[config.mk]
export PLATFORM = sky130hd
export DESIGN_NAME = vx_commit_arb
export DESIGN_NICKNAME = d
export VERILOG_FILES = /design/src/rtl/vx_commit_arb_pkg.sv /design/src/rtl/vx_commit_arb_rr_arbiter.sv /design/src/rtl/vx_commit_arb.sv
export SDC_FILE = /design/constraint.sdc
export NUM_CORES = 1
export LEC_CHECK = 0
export ABC_CLOCK_PERIOD_IN_PS = 4700
export BUFFER_PORTS_ARGS = -buffer_cell sky130_fd_sc_hd__buf_2
export CAP_MARGIN = 20
export CORE_AREA = 2 2 367 369
export DETAILED_ROUTE_END_ITERATION = 7
export DIE_AREA = 0 0 369 371
export PLACE_DENSITY = 0.35
export SYNTH_ARGS = -nofsm -noshare
export SYNTH_HDL_FRONTEND = slang
export SYNTH_HIERARCHICAL = 1
export SYNTH_SLANG_ARGS = --single-unit
[constraint.sdc]
create_clock -name clk -period 4.7 [get_ports clk]
set_input_delay 0.94 -clock clk [delete_from_list [all_inputs] [get_ports clk]]
set_output_delay 0.94 -clock clk [all_outputs]
set_load 0.1 [all_outputs]
[src/rtl/vx_commit_arb_pkg.sv]
// Shared commit-interface types and unit indices used by the commit collector
// and the dispatch side.
package VX_gpu_pkg;

  localparam int unsigned VX_NUM_UNITS   = 4;
  localparam int unsigned VX_NUM_THREADS = 4;
  localparam int unsigned VX_NW_BITS     = 2;
  localparam int unsigned VX_XLEN        = 32;
  localparam int unsigned VX_RD_BITS     = 5;

  localparam int unsigned COMMIT_ALU = 0;
  localparam int unsigned COMMIT_LSU = 1;
  localparam int unsigned COMMIT_FPU = 2;
  localparam int unsigned COMMIT_SFU = 3;

  typedef struct packed {
    logic [VX_NW_BITS-1:0]             wid;
    logic [VX_NUM_THREADS-1:0]         tmask;
    logic [VX_XLEN-1:0]                pc;
    logic                              wb;
    logic [VX_RD_BITS-1:0]             rd;
    logic [VX_NUM_THREADS*VX_XLEN-1:0] data;
    logic                              eop;
  } commit_data_t;

  function automatic int unsigned idx_width(input int unsigned n);
    return (n > 1) ? $clog2(n) : 1;
  endfunction

endpackage

[src/rtl/vx_commit_arb_rr_arbiter.sv]
// Round-robin arbiter: the request after the last fired grant has highest
// priority; the pointer only moves when the caller reports a fire.
module vx_rr_arbiter
  import VX_gpu_pkg::*;
#(
  parameter int unsigned NUM_REQS = 4
) (
  input  logic                               clk,
  input  logic                               reset,
  input  logic [NUM_REQS-1:0]                req,
  input  logic                               grant_fire,
  output logic [NUM_REQS-1:0]                grant_oh,
  output logic [idx_width(NUM_REQS)-1:0]     grant_idx,
  output logic                               grant_valid
);

  localparam int unsigned IDX_W = idx_width(NUM_REQS);

  logic [IDX_W-1:0] last_q, last_d;
  logic [IDX_W-1:0] cand_idx;

  always_comb begin
    grant_oh    = '0;
    grant_idx   = '0;
    grant_valid = 1'b0;
    cand_idx    = '0;
    for (int unsigned off = 1; off <= NUM_REQS; off++) begin
      cand_idx = IDX_W'((32'(last_q) + off) % NUM_REQS);
      if (!grant_valid && req[cand_idx]) begin
        grant_valid        = 1'b1;
        grant_idx          = cand_idx;
        grant_oh[cand_idx] = 1'b1;
      end
    end
  end

  always_comb begin
    last_d = last_q;
    if (grant_fire) begin
      last_d = grant_idx;
    end
  end

  // Pointer resets to the last index so that request 0 wins first.
  always_ff @(posedge clk) begin
    if (!reset) begin
      last_q <= IDX_W'(NUM_REQS - 1);
    end else begin
      last_q <= last_d;
    end
  end

endmodule

[src/rtl/vx_commit_arb.sv]
// Commit collector: round-robin selects one execution-unit commit per cycle,
// registers it onto the register-file writeback port and tracks retirement.
module vx_commit_arb
  import VX_gpu_pkg::*;
#(
  parameter int unsigned NUM_UNITS   = VX_NUM_UNITS,
  parameter int unsigned NUM_THREADS = VX_NUM_THREADS,
  parameter int unsigned NW_BITS     = VX_NW_BITS,
  parameter int unsigned XLEN        = VX_XLEN
) (
  input  logic                              clk,
  input  logic                              reset,
  input  logic [NUM_UNITS-1:0]              commit_valid,
  output logic [NUM_UNITS-1:0]              commit_ready,
  input  logic [NUM_UNITS*NW_BITS-1:0]      commit_wid,
  input  logic [NUM_UNITS*NUM_THREADS-1:0]  commit_tmask,
  input  logic [NUM_UNITS*XLEN-1:0]         commit_pc,
  input  logic [NUM_UNITS-1:0]              commit_wb,
  input  logic [NUM_UNITS*5-1:0]            commit_rd,
  input  logic [NUM_UNITS*NUM_THREADS*XLEN-1:0] commit_data,
  input  logic [NUM_UNITS-1:0]              commit_eop,
  output logic                              wb_valid,
  output logic [NW_BITS-1:0]                wb_wid,
  output logic [NUM_THREADS-1:0]            wb_tmask,
  output logic [XLEN-1:0]                   wb_pc,
  output logic [4:0]                        wb_rd,
  output logic [NUM_THREADS*XLEN-1:0]       wb_data,
  output logic                              retire_valid,
  output logic [NW_BITS-1:0]                retire_wid,
  output logic [63:0]                       instret
);

  localparam int unsigned IDX_W = idx_width(NUM_UNITS);
  localparam int unsigned DW    = NUM_THREADS * XLEN;

  commit_data_t pkt [NUM_UNITS];
  commit_data_t win;

  logic [NUM_UNITS-1:0] grant_oh;
  logic [IDX_W-1:0]     grant_idx;
  logic                 grant_valid;
  logic                 fire;

  logic                   wb_valid_q, wb_valid_d;
  logic [NW_BITS-1:0]     wb_wid_q, wb_wid_d;
  logic [NUM_THREADS-1:0] wb_tmask_q, wb_tmask_d;
  logic [XLEN-1:0]        wb_pc_q, wb_pc_d;
  logic [4:0]             wb_rd_q, wb_rd_d;
  logic [DW-1:0]          wb_data_q, wb_data_d;
  logic                   retire_valid_q, retire_valid_d;
  logic [NW_BITS-1:0]     retire_wid_q, retire_wid_d;
  logic [63:0]            instret_q, instret_d;

  always_comb begin
    for (int unsigned i = 0; i < NUM_UNITS; i++) begin
      pkt[i].wid   = commit_wid[i*NW_BITS +: NW_BITS];
      pkt[i].tmask = commit_tmask[i*NUM_THREADS +: NUM_THREADS];
      pkt[i].pc    = commit_pc[i*XLEN +: XLEN];
      pkt[i].wb    = commit_wb[i];
      pkt[i].rd    = commit_rd[i*5 +: 5];
      pkt[i].data  = commit_data[i*DW +: DW];
      pkt[i].eop   = commit_eop[i];
    end
  end

  vx_rr_arbiter #(
    .NUM_REQS (NUM_UNITS)
  ) u_arb (
    .clk         (clk),
    .reset       (reset),
    .req         (commit_valid),
    .grant_fire  (fire),
    .grant_oh    (grant_oh),
    .grant_idx   (grant_idx),
    .grant_valid (grant_valid)
  );

  // Ready is masked during reset; the writeback side never stalls, so any
  // grant outside reset is a fire.
  always_comb begin
    commit_ready = reset ? grant_oh : '0;
    fire         = grant_valid && reset;
    win          = pkt[grant_idx];
  end

  always_comb begin
    wb_valid_d     = fire && win.wb;
    retire_valid_d = fire && win.eop;
    wb_wid_d       = wb_wid_q;
    wb_tmask_d     = wb_tmask_q;
    wb_pc_d        = wb_pc_q;
    wb_rd_d        = wb_rd_q;
    wb_data_d      = wb_data_q;
    retire_wid_d   = retire_wid_q;
    if (fire) begin
      wb_wid_d     = win.wid;
      wb_tmask_d   = win.tmask;
      wb_pc_d      = win.pc;
      wb_rd_d      = win.rd;
      wb_data_d    = win.data;
      retire_wid_d = win.wid;
    end
    instret_d = instret_q + 64'(retire_valid_d);
  end

  always_ff @(posedge clk) begin
    if (!reset) begin
      wb_valid_q     <= 1'b0;
      wb_wid_q       <= '0;
      wb_tmask_q     <= '0;
      wb_pc_q        <= '0;
      wb_rd_q        <= '0;
      wb_data_q      <= '0;
      retire_valid_q <= 1'b0;
      retire_wid_q   <= '0;
      instret_q      <= '0;
    end else begin
      wb_valid_q     <= wb_valid_d;
      wb_wid_q       <= wb_wid_d;
      wb_tmask_q     <= wb_tmask_d;
      wb_pc_q        <= wb_pc_d;
      wb_rd_q        <= wb_rd_d;
      wb_data_q      <= wb_data_d;
      retire_valid_q <= retire_valid_d;
      retire_wid_q   <= retire_wid_d;
      instret_q      <= instret_d;
    end
  end

  always_comb begin
    wb_valid     = wb_valid_q;
    wb_wid       = wb_wid_q;
    wb_tmask     = wb_tmask_q;
    wb_pc        = wb_pc_q;
    wb_rd        = wb_rd_q;
    wb_data      = wb_data_q;
    retire_valid = retire_valid_q;
    retire_wid   = retire_wid_q;
    instret      = instret_q;
  end

endmodule

### Word-level counts from Yosys, hierarchy flattened

Cells that the tools add are included.

* flip-flop bits (word level): 239
* input port bits: 698
* word-level logic and storage cells: 72

* add/sub/neg operators: 5
* $lt $le $gt $ge: 9
* mux-type cells: 32
* bitwise operators: 4
* reduce and logical (&&, ||, !) cells: 13

Operators by type and width (number)
* $bmux 173 s2: 1
* $mux 173: 2
* $add 64x1->64: 1
* $mux 4: 5
* $lt 2x3->1 const B: 4
* $mux 1: 12
* $or 4x4->4: 3
* $logic_and 1x1->1: 10
* $bmux 1 s2: 4
* $demux 1 s2: 4
* $ge 2x1->1 const B: 4
* $mux 2: 4
* $add 2x1->2 const B: 2
* $add 2x2->2 const B: 2
* $ge 3x3->1 const B: 1
* $logic_not 1->1: 3
* $not 2->3: 1

### Logic depth before layout (Yosys ltp)

Gate-level depths: netlist (run 1).

* word-level depth: 19
* mapped depth: 19
* gate-level depth less buffers: 15

### By module

Netlist (run 1), hierarchy kept.

By module, submodules not included
* vx_commit_arb: instances 1, cells each 1125, area an instance 13038.8 µm²
* vx_rr_arbiter: instances 1, cells each 82, area an instance 654.4 µm²

### Worst setup path before layout (run 1)

Ideal clock, no wire load.

* path kind: input port to flip-flop
* start: input port commit_valid[3]
* end: register instret_q[58] (netlist: instret[58])
* library setup time: 0.070 ns
* arrival time: 4.416 ns
* required time: 4.630 ns
* slack: 0.213 ns
* cell stages on the path: 15
* path buffers: 2
* cells stage by stage: or3b_1 a211o_1 o211a_1 a21boi_1 clkbuf_1 mux4_2 and2_1 ha_1 ha_1 nand4_1 nor4_2 nand4_1 clkbuf_1 or3_1 a21oi_1

* word-level cells in the longest chain between the ends: 18
* elaborated cells between the ends (all ways): 29
* classes of those cells: add/sub: 1; mux: 19; bitwise: 1; reduce/logical: 8

RTL lines
* start, declared: line vx_commit_arb.sv:13 `input logic [NUM_UNITS-1:0] commit_valid,`
* $bmux 1 s2: line vx_commit_arb_rr_arbiter.sv:29 `if (!grant_valid && req[cand_idx]) begin`
* $mux 1 (implied by the code): line vx_commit_arb_rr_arbiter.sv:29
* $mux 1: line vx_commit_arb_rr_arbiter.sv:29
* $logic_not 1->1: line vx_commit_arb_rr_arbiter.sv:29
* $logic_and 1x1->1: line vx_commit_arb_rr_arbiter.sv:29
* $mux 1: line vx_commit_arb_rr_arbiter.sv:29
* $logic_not 1->1: line vx_commit_arb_rr_arbiter.sv:29
* $logic_and 1x1->1: line vx_commit_arb_rr_arbiter.sv:29
* [... 3 more ...]
* $mux 2 *: line vx_commit_arb_rr_arbiter.sv:29
* via grant_idx[1]: line vx_commit_arb.sv:40 `logic [IDX_W-1:0] grant_idx;`
* $not 2->3 (implied by the code) *: line vx_commit_arb.sv:83 `win = pkt[grant_idx];`
* $bmux 173 s2 *: line vx_commit_arb.sv:83
* $mux 173 (implied by the code) * (2 in a row): line vx_commit_arb.sv:83
* $logic_and 1x1->1 *: line vx_commit_arb.sv:88 `retire_valid_d = fire && win.eop;`
* via retire_valid_d: line vx_commit_arb.sv:50 `logic retire_valid_q, retire_valid_d;`
* $add 64x1->64 *: line vx_commit_arb.sv:103 `instret_d = instret_q + 64'(retire_valid_d);`
* end signal, assigned: line vx_commit_arb.sv:126 `instret_q <= instret_d;`
* end, declared: line vx_commit_arb.sv:52 `logic [63:0] instret_q, instret_d;`

The timed path passes the listed nets; every way through them passes the cells marked *. The select of a mux whose other input is x is not followed.
A chain may end at the register's enable or synchronous reset.

### Worst setup path after layout (run 1)

* start: register u_arb.last_q[1]
* end: register instret_q[56] (netlist: instret[56])

* word-level cells in the longest chain between the ends: 19
* elaborated cells between the ends (all ways): 33
* classes of those cells: add/sub: 5; mux: 19; bitwise: 1; reduce/logical: 8

RTL lines
* start, declared: line vx_commit_arb_rr_arbiter.sv:19 `logic [IDX_W-1:0] last_q, last_d;`
* start signal, assigned: line vx_commit_arb_rr_arbiter.sv:47 `last_q <= IDX_W'(NUM_REQS - 1);`
* start signal, assigned: line vx_commit_arb_rr_arbiter.sv:49 `last_q <= last_d;`
* $add 2x1->2: line vx_commit_arb_rr_arbiter.sv:28 `cand_idx = IDX_W'((32'(last_q) + off) % NUM_REQS);`
* $bmux 1 s2: line vx_commit_arb_rr_arbiter.sv:29
* $mux 1 (implied by the code): line vx_commit_arb_rr_arbiter.sv:29
* $mux 1: line vx_commit_arb_rr_arbiter.sv:29
* $logic_not 1->1: line vx_commit_arb_rr_arbiter.sv:29
* $logic_and 1x1->1: line vx_commit_arb_rr_arbiter.sv:29
* $mux 1: line vx_commit_arb_rr_arbiter.sv:29
* $logic_not 1->1: line vx_commit_arb_rr_arbiter.sv:29
* [... 4 more ...]
* $mux 2 *: line vx_commit_arb_rr_arbiter.sv:29
* via grant_idx[0]: line vx_commit_arb.sv:40
* $not 2->3 (implied by the code) *: line vx_commit_arb.sv:83
* $bmux 173 s2 *: line vx_commit_arb.sv:83
* $mux 173 (implied by the code) * (2 in a row): line vx_commit_arb.sv:83
* $logic_and 1x1->1 *: line vx_commit_arb.sv:88
* via retire_valid_d: line vx_commit_arb.sv:50
* $add 64x1->64 *: line vx_commit_arb.sv:103

Marked as above.

==> flow_summary.json, run 1 <==
{
  "rsz0062_at_grt": "false",
  "final_cell_mix": "940 x buf_2, 239 x dfxtp_1, 212 x nor2_1",
  "netlist_area_sq_mm": 0.0137,
  "drive_gt1_share_pct": 57.0,
  "slowest_stage": "or4_1",
  "clock_sinks": 239,
  "yosys_warnings": 6,
  "synth.distinct_cells": 55,
  "crit_fanout": 13,
  "clk_path_buf_depth": 3,
  "synth_xor_area_share_pct": 1.98,
  "grt_max_degree": 97,
  "cts_buffers": 37,
  "p_leak_nw": 10.4,
  "synthCells": 1207,
  "place_congestion": 0.789,
  "synth_top_area_share_pct": 34.9,
  "path_cells": "inv_1, ha_1, mux2_2, o32ai_1, a21o_4, mux4_2, and2_1, ha_1, ha_1, nand4_1, nor4_2, nand4_1, buf_4, or4_1, a21oi_1",
  "postCtsSetupBuffers": 0,
  "timing.rr.start": "u_arb/last_q[1]$_SDFFE_PN1P_",
  "synthMuxAreaShare_pct": 41.7,
  "relSlewSlack_pct": 31.0,
  "dp_slack_ns": 0.121,
  "drv_slew": 0,
  "final_core_utilization_pct": 16.4,
  "timing.final.ws_setup_ns": 0.469,
  "coreArea_sq_mm": 0.133,
  "crit_path_frequent_cell": "ha_1",
  "firstDrtPassIters": 5,
  "clk_latency_ns": 0.58,
  "synth.largest_area_cell": "dfxtp_1",
  "synth_area_leaders": "dfxtp_1 35%, mux4_2 29%, mux2i_1 13%",
  "cts.repair.resized": 0,
  "antenna_found_initial": 24,
  "drtIter0Drc": 764,
  "initial_core_util_pct": 10.3,
  "drc_errors": 0,
  "synth_ff_type": "dfxtp_1",
  "yosysSeqAreaShare_pct": 34.9,
  "die_y_microns": 371,
  "min_path_type": "reg2reg",
  "max-cap-violations": 0,
  "fillers": 15000,
  "areaGrowthSynthToFinish_pct": 59.2,
  "hp-start": "wb_tmask[2]$_SDFFE_PN0P_",
  "critPathRequiredTime_ns": 5.21,
  "synth_edf_count": 0,
  "cts_tree": "yes",
  "postSynthNetCount": 1915,
  "routed_via_density": 3.56,
  "cts.htree.levels": 2,
  "min_period_ns": 4.23,
  "hold_buffers": 0,
  "setup.worst_path.start_class": "flip-flop",
  "outcome": "finished, final reports clean",
  "critPathBufInv": 2,
  "io_buffers": 940,
  "synthAdderAreaFrac_pct": 0.914,
  "grt_pass1_wl_microns": 113000,
  "clock_skew_ns": 0.0247,
  "ios": 941,
  "layout.nets": 2829,
  "setup-violations-final": 0,
  "startpoint": "u_arb/last_q[1]$_SDFFE_PN1P_",
  "clkTransAtPathRegs_ns": 0.06,
  "critPathKind": "reg2reg",
  "design_area_sq_mm": 0.0218,
  "p_per_area_mw_per_mm2": 454,
  "syn_avg_cell_area_sq_um": 11.3,
  "fp.dieW_microns": 369,
  "ant_nets": 0,
  "placed_cell_area_sq_mm": 0.0205,
  "dieArea_sq_mm": 0.137,
  "worst_slew_pin_slew_ns": 1.04,
  "cp-end-kind": "flip-flop",
  "layout_commonest_cell": "buf_2",
  "synth-compound-area-share_pct": 3.95,
  "grt_pass1_vias": 14200,
  "fmax_mhz": 236,
  "ys_ff_latch": 239,
  "worstPathArrival_ns": 4.74,
  "rows": 134,
  "dp_hpwl_microns": 70900,
  "vias": 14000,
  "fin_crit_sh_pct": 90.0,
  "path_delay_family": "simple AND/OR/NAND/NOR gates",
  "gr-total-overflow": 0,
  "synthArstFlopShare_pct": 0,
  "grt_use_total_pct": 11.8,
  "cts-root-buf": "clkbuf_16",
  "synth_top_family_by_area": "multiplexers",
  "synth-simple-area-share_pct": 13.0,
  "wl_per_cell_microns": 21.7,
  "hold_violations": 0,
  "ir_drop_v": 0.000185,
  "tns_ns": 0,
  "totalWireLength_microns": 85200,
  "crit_path_max_incr_delay_ns": 0.51
}
-- synthesized netlist by cell type, types with 3 or more instances --
library cell and count:
and2_1 12, mux4_2 175, or4_1 11, buf_2 11
or3_1 21, buf_1 29, nor3_1 8, inv_1 18
a221o_1 4, nor2_1 212, dfxtp_1 239, mux2i_1 174
and3_1 8, buf_6 4, and4_1 5, o21ai_0 7
ha_1 10, xnor2_1 12, nand4_1 29, nand2b_1 4
a21oi_1 31, nor4_1 4, nand3_1 17, o31ai_1 11
nor4_2 3, nand2_1 27, o21ai_1 20, xor2_1 19
clkbuf_1 50
-- path summary, 6_finish.rpt --
kind,endpoint,slack [ns],depth (start not counted)
hold reg to reg,wb_tmask[2]$_SDFFE_PN0P_,0.48,2
hold / removal,wb_tmask[2]$_SDFFE_PN0P_,0.48,2
setup / recovery,instret[56]$_SDFF_PN0_,0.47,15
setup reg to reg,instret[56]$_SDFF_PN0_,0.47,15
-- per-layer routing --
metal	share of wire, %	global-route usage (%)	vias up
li1	-	-	6420
met1	40	14.0	6780
met2	46	18.9	641
met3	11	5.48	116
met4	2.6	3.49	20
met5	0.13	0	-
-- power breakdown --
part           total (mW)  leakage [nW]  internal (mW)  switching, mW
Sequential           2.44          1.97           2.29          0.150
Clock                2.95         0.624           1.79           1.16
Combinational        4.50          7.80           1.30           3.20
Total                9.90          10.4           5.38           4.52
-- registers in the layout, indices dropped and copies added, names as in the netlist --
| name | cells |
|---|---|
| wb_valid | 1 |
| wb_pc | 32 |
| wb_tmask | 4 |
| u_arb/last_q | 2 |
| retire_valid | 1 |
| retire_wid | 2 |
| wb_data | 128 |
| instret | 64 |
| wb_rd | 5 |
-- through the flow --
stage          instances  hold WS [ns]  power, mW
2_1_floorplan       1207         0.733       5.76
3_3_place_gp        3850         0.469       7.08
3_5_place_dp        3850         0.475       7.09
4_1_cts             3917         0.489       10.2
5_1_grt             3919         0.509       10.4
6_report            3921         0.483       9.90
-- layout make-up --
| cell class | instances | area (sq um) | area share (%) |
|---|---|---|---|
| diodes | 4 | 10.0 | 0.0459 |
| well taps | 1768 | 2210 | 10.1 |
| inverters | 19 | 78.8 | 0.362 |
| flip-flops and latches | 239 | 4780 | 22.0 |
| clock buffers | 49 | 1040 | 4.78 |
| clock inverters | 18 | 233 | 1.07 |
| multi-input cells | 852 | 8440 | 38.7 |
| repair buffers | 972 | 4990 | 22.9 |
-- worst min-delay path: stages, from the launching register on --
cell,delay [ns]
dfxtp_1,0.31
mux2i_1,0.06
nor2_1,0.07
-- cells by family after synthesis --
group | after synthesis
XOR/XNOR | 31
AO/OA/AOI/OAI | 87
multiplexers | 351
buffers and inverters | 116
adder cells (fa/ha/maj) | 10
AND/OR/NAND/NOR | 373
flip-flops | 239
Power figures use the tool's default switching activity.
==> run 2, diff against run 1 <==
--- a/config.mk
+++ b/config.mk
@@ -5,13 +5,14 @@
 export SDC_FILE = /design/constraint.sdc
 export NUM_CORES = 1
 export LEC_CHECK = 0
+export ABC_AREA = 1
 export ABC_CLOCK_PERIOD_IN_PS = 4700
 export BUFFER_PORTS_ARGS = -buffer_cell sky130_fd_sc_hd__buf_2
 export CAP_MARGIN = 20
-export CORE_AREA = 2 2 367 369
+export CORE_AREA = 2 2 364 366
 export DETAILED_ROUTE_END_ITERATION = 7
-export DIE_AREA = 0 0 369 371
-export PLACE_DENSITY = 0.35
+export DIE_AREA = 0 0 366 368
+export PLACE_DENSITY = 0.37
 export SYNTH_ARGS = -nofsm -noshare
 export SYNTH_HDL_FRONTEND = slang
 export SYNTH_HIERARCHICAL = 1
==> run 2 against run 1 <==
Effect of this change:
- sequential power up 18%
- synthesized area up 10%
- clock skew down 0.0044 ns
- critical path type unchanged
- largest power group unchanged
- highest routed layer unchanged
==> flow_summary.json, run 2 <==
{
  "timing.rr.end": "instret[52]$_SDFF_PN0_",
  "cts.repair.resized": 0,
  "design_area_sq_mm": 0.0229,
  "p_sw_share_pct": 60.9,
  "die_y_microns": 368,
  "grt_pass1_vias": 19500,
  "p_sw_mw": 10.5,
  "cp-end-kind": "flip-flop",
  "combPwrFrac_pct": 65.0,
  "wl_per_cell_microns": 21.7,
  "cts_tree": "yes",
  "vias": 20400,
  "netlist_area_sq_mm": 0.0151,
  "synthArstFlopShare_pct": 0,
  "p_per_area_mw_per_mm2": 749,
  "initial_core_util_pct": 11.5,
  "slowest_stage": "dfxtp_1",
  "rows": 133,
  "yosysMostFrequentCell": "nor2_1",
  "ios": 941,
  "drtIter0Drc": 1345,
  "crit_fanout": 13,
  "grt_max_degree": 172,
  "antenna_found_initial": 45,
  "setup-violations-final": 0,
  "fp.dieW_microns": 366,
  "layout_commonest_cell": "buf_2",
  "layout.nets": 4011,
  "cts.htree.levels": 2,
  "crit_end": "instret[52]$_SDFF_PN0_",
  "clock_skew_ns": 0.0203,
  "routed_via_density": 4.01,
  "postSynthNetCount": 3179,
  "grt_pass1_wl_microns": 151000,
  "yosys_warnings": 6,
  "largest_reg_flops": 128,
  "synth_ff_type": "dfxtp_1",
  "fillers": 15500,
  "clkTransAtPathRegs_ns": 0.05,
  "final_core_utilization_pct": 17.5,
  "p_leak_nw": 10.5,
  "synth.largest_area_cell": "dfxtp_1",
  "drive_gt1_share_pct": 32.9,
  "setup.worst_path.start_class": "flip-flop",
  "fin_cells": 5092,
  "grt_use_total_pct": 15.5,
  "hold-worst-slack_ns": 0.493,
  "synth_area_leaders": "dfxtp_1 32%, nor2_1 21%, o21ai_0 16%",
  "dieArea_sq_mm": 0.135,
  "ir_drop_v": 0.000534,
  "max-cap-violations": 0,
  "min_path_type": "reg2reg",
  "postCtsSetupBuffers": 0,
  "fmax_mhz": 260,
  "worstPathArrival_ns": 4.33,
  "drv_slew": 0,
  "synth.distinct_cells": 40,
  "cts-root-buf": "clkbuf_16",
  "drc_errors": 0,
  "relSlewSlack_pct": 30.4,
  "pwr-share-clk_pct": 18.2,
  "r2r_cells": 24,
  "place_congestion": 0.915,
  "fin_crit_sh_pct": 82.0,
  "p_int_mw": 6.70,
  "min_period_ns": 3.85,
  "crit_path_frequent_cell": "nor2_1",
  "io_buffers": 940,
  "coreArea_sq_mm": 0.131,
  "gr-total-overflow": 0,
  "areaGrowthSynthToFinish_pct": 52.2,
  "critPathKind": "reg2reg",
  "synthCells": 2471,
  "synth_edf_count": 0,
  "tns_ns": 0,
  "cts_buffers": 39,
  "ys_ff_latch": 239,
  "firstDrtPassIters": 6,
  "crit_path_max_incr_delay_ns": 0.42,
  "rrSetupSlack_ns": 0.85,
  "path_cells": "inv_8, ha_1, inv_2, nand3_4, nand2_4, nor2_8, nand3_2, nand2_1, and2_4, nor2_1, nor2_1, o21ai_0, a21oi_1, ha_1, ha_1, nand2_2, nor2_4, nand2_4, nor2_8, nand2_2, nor2_1, nand2_1, nand2_1, nor2_1",
  "yosysSeqAreaShare_pct": 31.8,
  "ant_nets": 0,
  "worst_slew_pin_slew_ns": 1.03,
  "hold_depth": 2,
  "clk_latency_ns": 0.59,
  "clock_sinks": 239,
  "dp_hpwl_microns": 85200,
  "outcome": "finished, final reports clean",
  "synth_top_area_share_pct": 31.8,
  "placed_cell_area_sq_mm": 0.0216,
  "timing.rr.start": "u_arb/last_q[0]$_SDFFE_PN1P_",
  "syn_avg_cell_area_sq_um": 6.09,
  "synth_commonest_cells": "828 x nor2_1, 470 x o21ai_0, 239 x dfxtp_1, 239 x nand2_1, 152 x a31oi_1",
  "final_cell_mix": "939 x buf_2, 828 x nor2_1, 470 x o21ai_0",
  "startpoint": "u_arb/last_q[0]$_SDFFE_PN1P_",
  "totalWireLength_microns": 110000,
  "dp.cells": 5016,
  "clk_path_buf_depth": 3,
  "rsz0062_at_grt": "false",
  "critPathRequiredTime_ns": 5.18,
  "pwr-share-seq_pct": 16.8,
  "hold_violations": 0,
  "hold_buffers": 0
}
run 2: changes by cell type after synthesis, moves of 35 or more:
cell      previous run  this run
nor2_1             212       828
o211ai_1             0        38
nand2_1             27       239
buf_2               11        46
mux2i_1            174         0
clkbuf_1            50        91
inv_1               18       107
mux4_2             175         0
a31oi_1              0       152
o21ai_0              7       470
run 2: critical path: cells and delay by family (launching register included):
family          cells  cell delay, ns
compound gates      2            0.31
fa+ha+maj           3            0.92
buf+inv             2            0.17
flops               1            0.42
simple gates       17            1.91
run 2: layout make-up:
| cell class | count | area, sq um | area share [%] |
|---|---|---|---|
| Clock buffer | 55 | 1150 | 5.01 |
| Antenna cell | 10 | 25.0 | 0.109 |
| Inverter | 118 | 468 | 2.04 |
| Sequential cell | 239 | 4780 | 20.9 |
| Multi-Input combinational cell | 1935 | 9050 | 39.5 |
| Timing Repair Buffer | 970 | 5080 | 22.2 |
| Tap cell | 1755 | 2200 | 9.58 |
| Clock inverter | 10 | 165 | 0.721 |
run 2: metal layers:
layer	GRT usage, %	share of wire [%]	up-vias
met5	0	0.091	-
met4	4.93	3.1	18
met3	3.92	6.9	154
met2	25.0	46	828
met1	20.1	44	9534
li1	-	-	9885
run 2: power groups by stage:
stage          clock [mW]  sequential, mW  combinational (mW)
2_1_floorplan           0            6.58                4.18
3_3_place_gp            0            2.91                11.3
3_5_place_dp            0            2.91                11.2
4_1_cts              3.26            2.88                11.3
5_1_grt              3.32            2.95                11.9
6_report             3.12            2.88                11.1
run 2: worst min path at each step:
| stage | startpoint | slack (ns) | to |
|---|---|---|---|
| after global placement | wb_data[120]$_SDFFE_PN0P_ | 0.48 | wb_data[120]$_SDFFE_PN0P_ |
| after CTS | wb_rd[3]$_SDFFE_PN0P_ | 0.50 | wb_rd[3]$_SDFFE_PN0P_ |
| after floorplan | u_arb/last_q[1]$_SDFFE_PN1P_ | 0.64 | u_arb/last_q[1]$_SDFFE_PN1P_ |
| final | wb_pc[16]$_SDFFE_PN0P_ | 0.49 | wb_pc[16]$_SDFFE_PN0P_ |
| after detailed placement | wb_pc[16]$_SDFFE_PN0P_ | 0.48 | wb_pc[16]$_SDFFE_PN0P_ |
| after global routing | wb_pc[11]$_SDFFE_PN0P_ | 0.52 | wb_pc[11]$_SDFFE_PN0P_ |
run 2: through the flow:
step / setup WS (ns) / power [mW]
after floorplan: 0.833 / 10.8
after global placement: 0.650 / 14.2
after detailed placement: 0.569 / 14.2
after CTS: 0.777 / 17.4
after global routing: 0.482 / 18.1
final: 0.847 / 17.2
run 2: cells by family (layout without fill, tap and decap cells):
group / Yosys count / count (layout) / synth area share (%)
simple gates: 1171 / 1171 / 31.8
other cells: 0 / 10 / 0
buf+inv: 297 / 1153 / 8.21
flops: 239 / 239 / 31.8
compound gates: 745 / 745 / 26.8
fa+ha+maj: 10 / 10 / 0.831
xor+xnor: 9 / 9 / 0.523
==> run 3, diff against run 2 <==
--- a/config.mk
+++ b/config.mk
@@ -6,7 +6,7 @@
 export NUM_CORES = 1
 export LEC_CHECK = 0
 export ABC_AREA = 1
-export ABC_CLOCK_PERIOD_IN_PS = 4700
+export ABC_CLOCK_PERIOD_IN_PS = 3150
 export BUFFER_PORTS_ARGS = -buffer_cell sky130_fd_sc_hd__buf_2
 export CAP_MARGIN = 20
 export CORE_AREA = 2 2 364 366
==> constraint.sdc (replaced) <==
create_clock -name clk -period 3.15 [get_ports clk]
set_input_delay 0.63 -clock clk [delete_from_list [all_inputs] [get_ports clk]]
set_output_delay 0.63 -clock clk [all_outputs]
set_load 0.1 [all_outputs]
==> run 3 against run 2 <==
Effect of this change:
- non-clock buffer count rose by 89
- combinational power rose by 58%
- fmax rose by 24%
- utilization rose by 0.89 points
- sequential cell count did not move
- critical path type unchanged
==> flow_summary.json, run 3 (synthesized netlist as in run 2, its figures left out) <==
{
  "grt_use_total_pct": 15.5,
  "coreArea_sq_mm": 0.131,
  "place_congestion": 0.922,
  "drtIter0Drc": 1305,
  "fmax_mhz": 321,
  "vias": 20800,
  "areaGrowthSynthToFinish_pct": 59.9,
  "antenna_found_initial": 35,
  "ios": 941,
  "timing.rr.end": "instret[34]$_SDFF_PN0_",
  "crit_end": "instret[34]$_SDFF_PN0_",
  "rrSetupSlack_ns": 0.04,
  "critPathKind": "reg2reg",
  "critPathRequiredTime_ns": 3.61,
  "fillers": 15400,
  "dieArea_sq_mm": 0.135,
  "fin_cells": 5185,
  "cp-end-kind": "flip-flop",
  "fp.dieW_microns": 366,
  "min_path_type": "in2reg",
  "r2r_cells": 25,
  "layout_commonest_cell": "buf_2",
  "cts_tree": "yes",
  "fin_crit_sh_pct": 98.8,
  "io_buffers": 940,
  "final_core_utilization_pct": 18.4,
  "clk_path_buf_depth": 3,
  "cts_buffers": 38,
  "dp_hpwl_microns": 86800,
  "grt_max_degree": 143,
  "tns_ns": 0,
  "final_cell_mix": "935 x buf_2, 813 x nor2_1, 459 x o21ai_0",
  "setup-violations-final": 0,
  "timing.final.ws_setup_ns": 0.0384,
  "cts.htree.levels": 2,
  "ir_drop_v": 0.000420,
  "worstPathArrival_ns": 3.58,
  "p_per_area_mw_per_mm2": 1090,
  "placed_cell_area_sq_mm": 0.0223,
  "clkTransAtPathRegs_ns": 0.06,
  "cts-root-buf": "clkbuf_16",
  "max-cap-violations": 0,
  "worst_slew_pin_slew_ns": 0.990,
  "startpoint": "u_arb/last_q[0]$_SDFFE_PN1P_",
  "relSlewSlack_pct": 34.0,
  "crit_fanout": 4,
  "drc_errors": 0,
  "timing.rr.start": "u_arb/last_q[0]$_SDFFE_PN1P_",
  "clock_skew_ns": 0.0266,
  "clock_sinks": 239,
  "min_period_ns": 3.11,
  "routed_via_density": 4.01,
  "layout.nets": 4099,
  "gr-total-overflow": 0,
  "rsz0062_at_grt": "true",
  "design_area_sq_mm": 0.0241,
  "wl_per_cell_microns": 21.6,
  "hold_buffers": 0,
  "p_leak_nw": 11.1,
  "dp_slack_ns": -0.350,
  "initial_core_util_pct": 11.5,
  "setup.worst_path.start_class": "flip-flop",
  "dp.cells": 5087,
  "totalWireLength_microns": 112000,
  "ant_nets": 0,
  "die_y_microns": 368,
  "firstDrtPassIters": 5,
  "grt_pass1_wl_microns": 152000,
  "grt_pass1_vias": 19800,
  "drv_slew": 0,
  "drive_gt1_share_pct": 36.1,
  "outcome": "finished, final reports clean",
  "rows": 133,
  "largest_reg_flops": 128,
  "clk_latency_ns": 0.58,
  "hold_violations": 0
}
-- run 3: cell types whose count changed in the layout (fill, tap and decap cells not counted), moves of 7 or more --
cell,previous run,this run
nor2_1,828,813
buf_4,18,94
nor2_4,8,22
o21ai_0,470,459
nand2_4,7,14
nand3_1,28,18
nand3_2,4,12
inv_1,107,100
-- run 3: worst max-delay path, cell delays in order (launching register included) --
cell,delay [ns]
dfxtp_4,0.38
inv_8,0.04
ha_4,0.30
inv_4,0.05
nand3_4,0.09
nand2_8,0.08
nor2_8,0.11
nand3_4,0.07
nand2_2,0.07
and2_4,0.16
nor2_1,0.04
nor2_1,0.13
o21ai_2,0.09
a21oi_2,0.19
ha_4,0.18
ha_4,0.14
nand2_4,0.05
nor2_4,0.16
buf_4,0.15
nand3_4,0.13
inv_2,0.10
nand2_4,0.06
nor2_2,0.10
nand2_1,0.05
nand2_1,0.06
nor2_1,0.03
-- run 3: worst min-delay path by stage --
stage                                             from                           end  slack [ns]  cells past startpoint
after floorplan           u_arb/last_q[1]$_SDFFE_PN1P_  u_arb/last_q[1]$_SDFFE_PN1P_        0.55                      2
after global routing                  commit_data[478]      wb_data[94]$_SDFFE_PN0P_        0.30                      3
final                                 commit_data[460]      wb_data[76]$_SDFFE_PN0P_        0.33                      3
after detailed placement      wb_data[63]$_SDFFE_PN0P_      wb_data[63]$_SDFFE_PN0P_        0.48                      2
after global placement          instret[15]$_SDFF_PN0_        instret[15]$_SDFF_PN0_        0.48                      1
after CTS                             commit_data[494]     wb_data[110]$_SDFFE_PN0P_        0.27                      3
-- run 3: power by group --
group	internal [mW]	total (mW)	switching, mW
Combinational	4.06	17.5	13.4
Sequential	3.82	4.30	0.477
Clock	2.71	4.51	1.80
Total	10.6	26.3	15.7
-- run 3: routing by layer --
| metal | vias to the layer above | routed length, microns | share of wire, % | track usage, % |
|---|---|---|---|---|
| met1 | 9740 | 49400 | 44 | 20.0 |
| met3 | 138 | 7170 | 6.4 | 3.57 |
| met4 | 24 | 2650 | 2.4 | 3.77 |
| met2 | 785 | 52600 | 47 | 25.9 |
| met5 | - | 155 | 0.14 | 0 |
| li1 | 10100 | - | - | - |
-- run 3: layout make-up --
| cell class | instances | area [sq um] | share of cell area, % |
|---|---|---|---|
| multi-input combinational | 1935 | 9360 | 38.8 |
| tap | 1755 | 2200 | 9.12 |
| timing repair buffer | 1059 | 5950 | 24.7 |
| sequential | 239 | 4790 | 19.9 |
| antenna | 13 | 32.5 | 0.135 |
| clock inverter | 8 | 113 | 0.468 |
| inverter | 118 | 480 | 1.99 |
| clock buffer | 58 | 1170 | 4.85 |
-- run 3: what timing repair did --
item                       CTS  global route
gates resized for setup     16            61
setup endpoints to repair   25            74
gates cloned                 0             3
setup buffers                5            11
pin swaps                   10            40
-- run 3: per-stage QoR --
step                hold WS, ns  total power [mW]
finish                    0.332              26.3
CTS                       0.268              26.4
global route              0.299              27.9
floorplan                 0.549              16.2
global placement          0.475              21.7
detailed placement        0.484              21.6
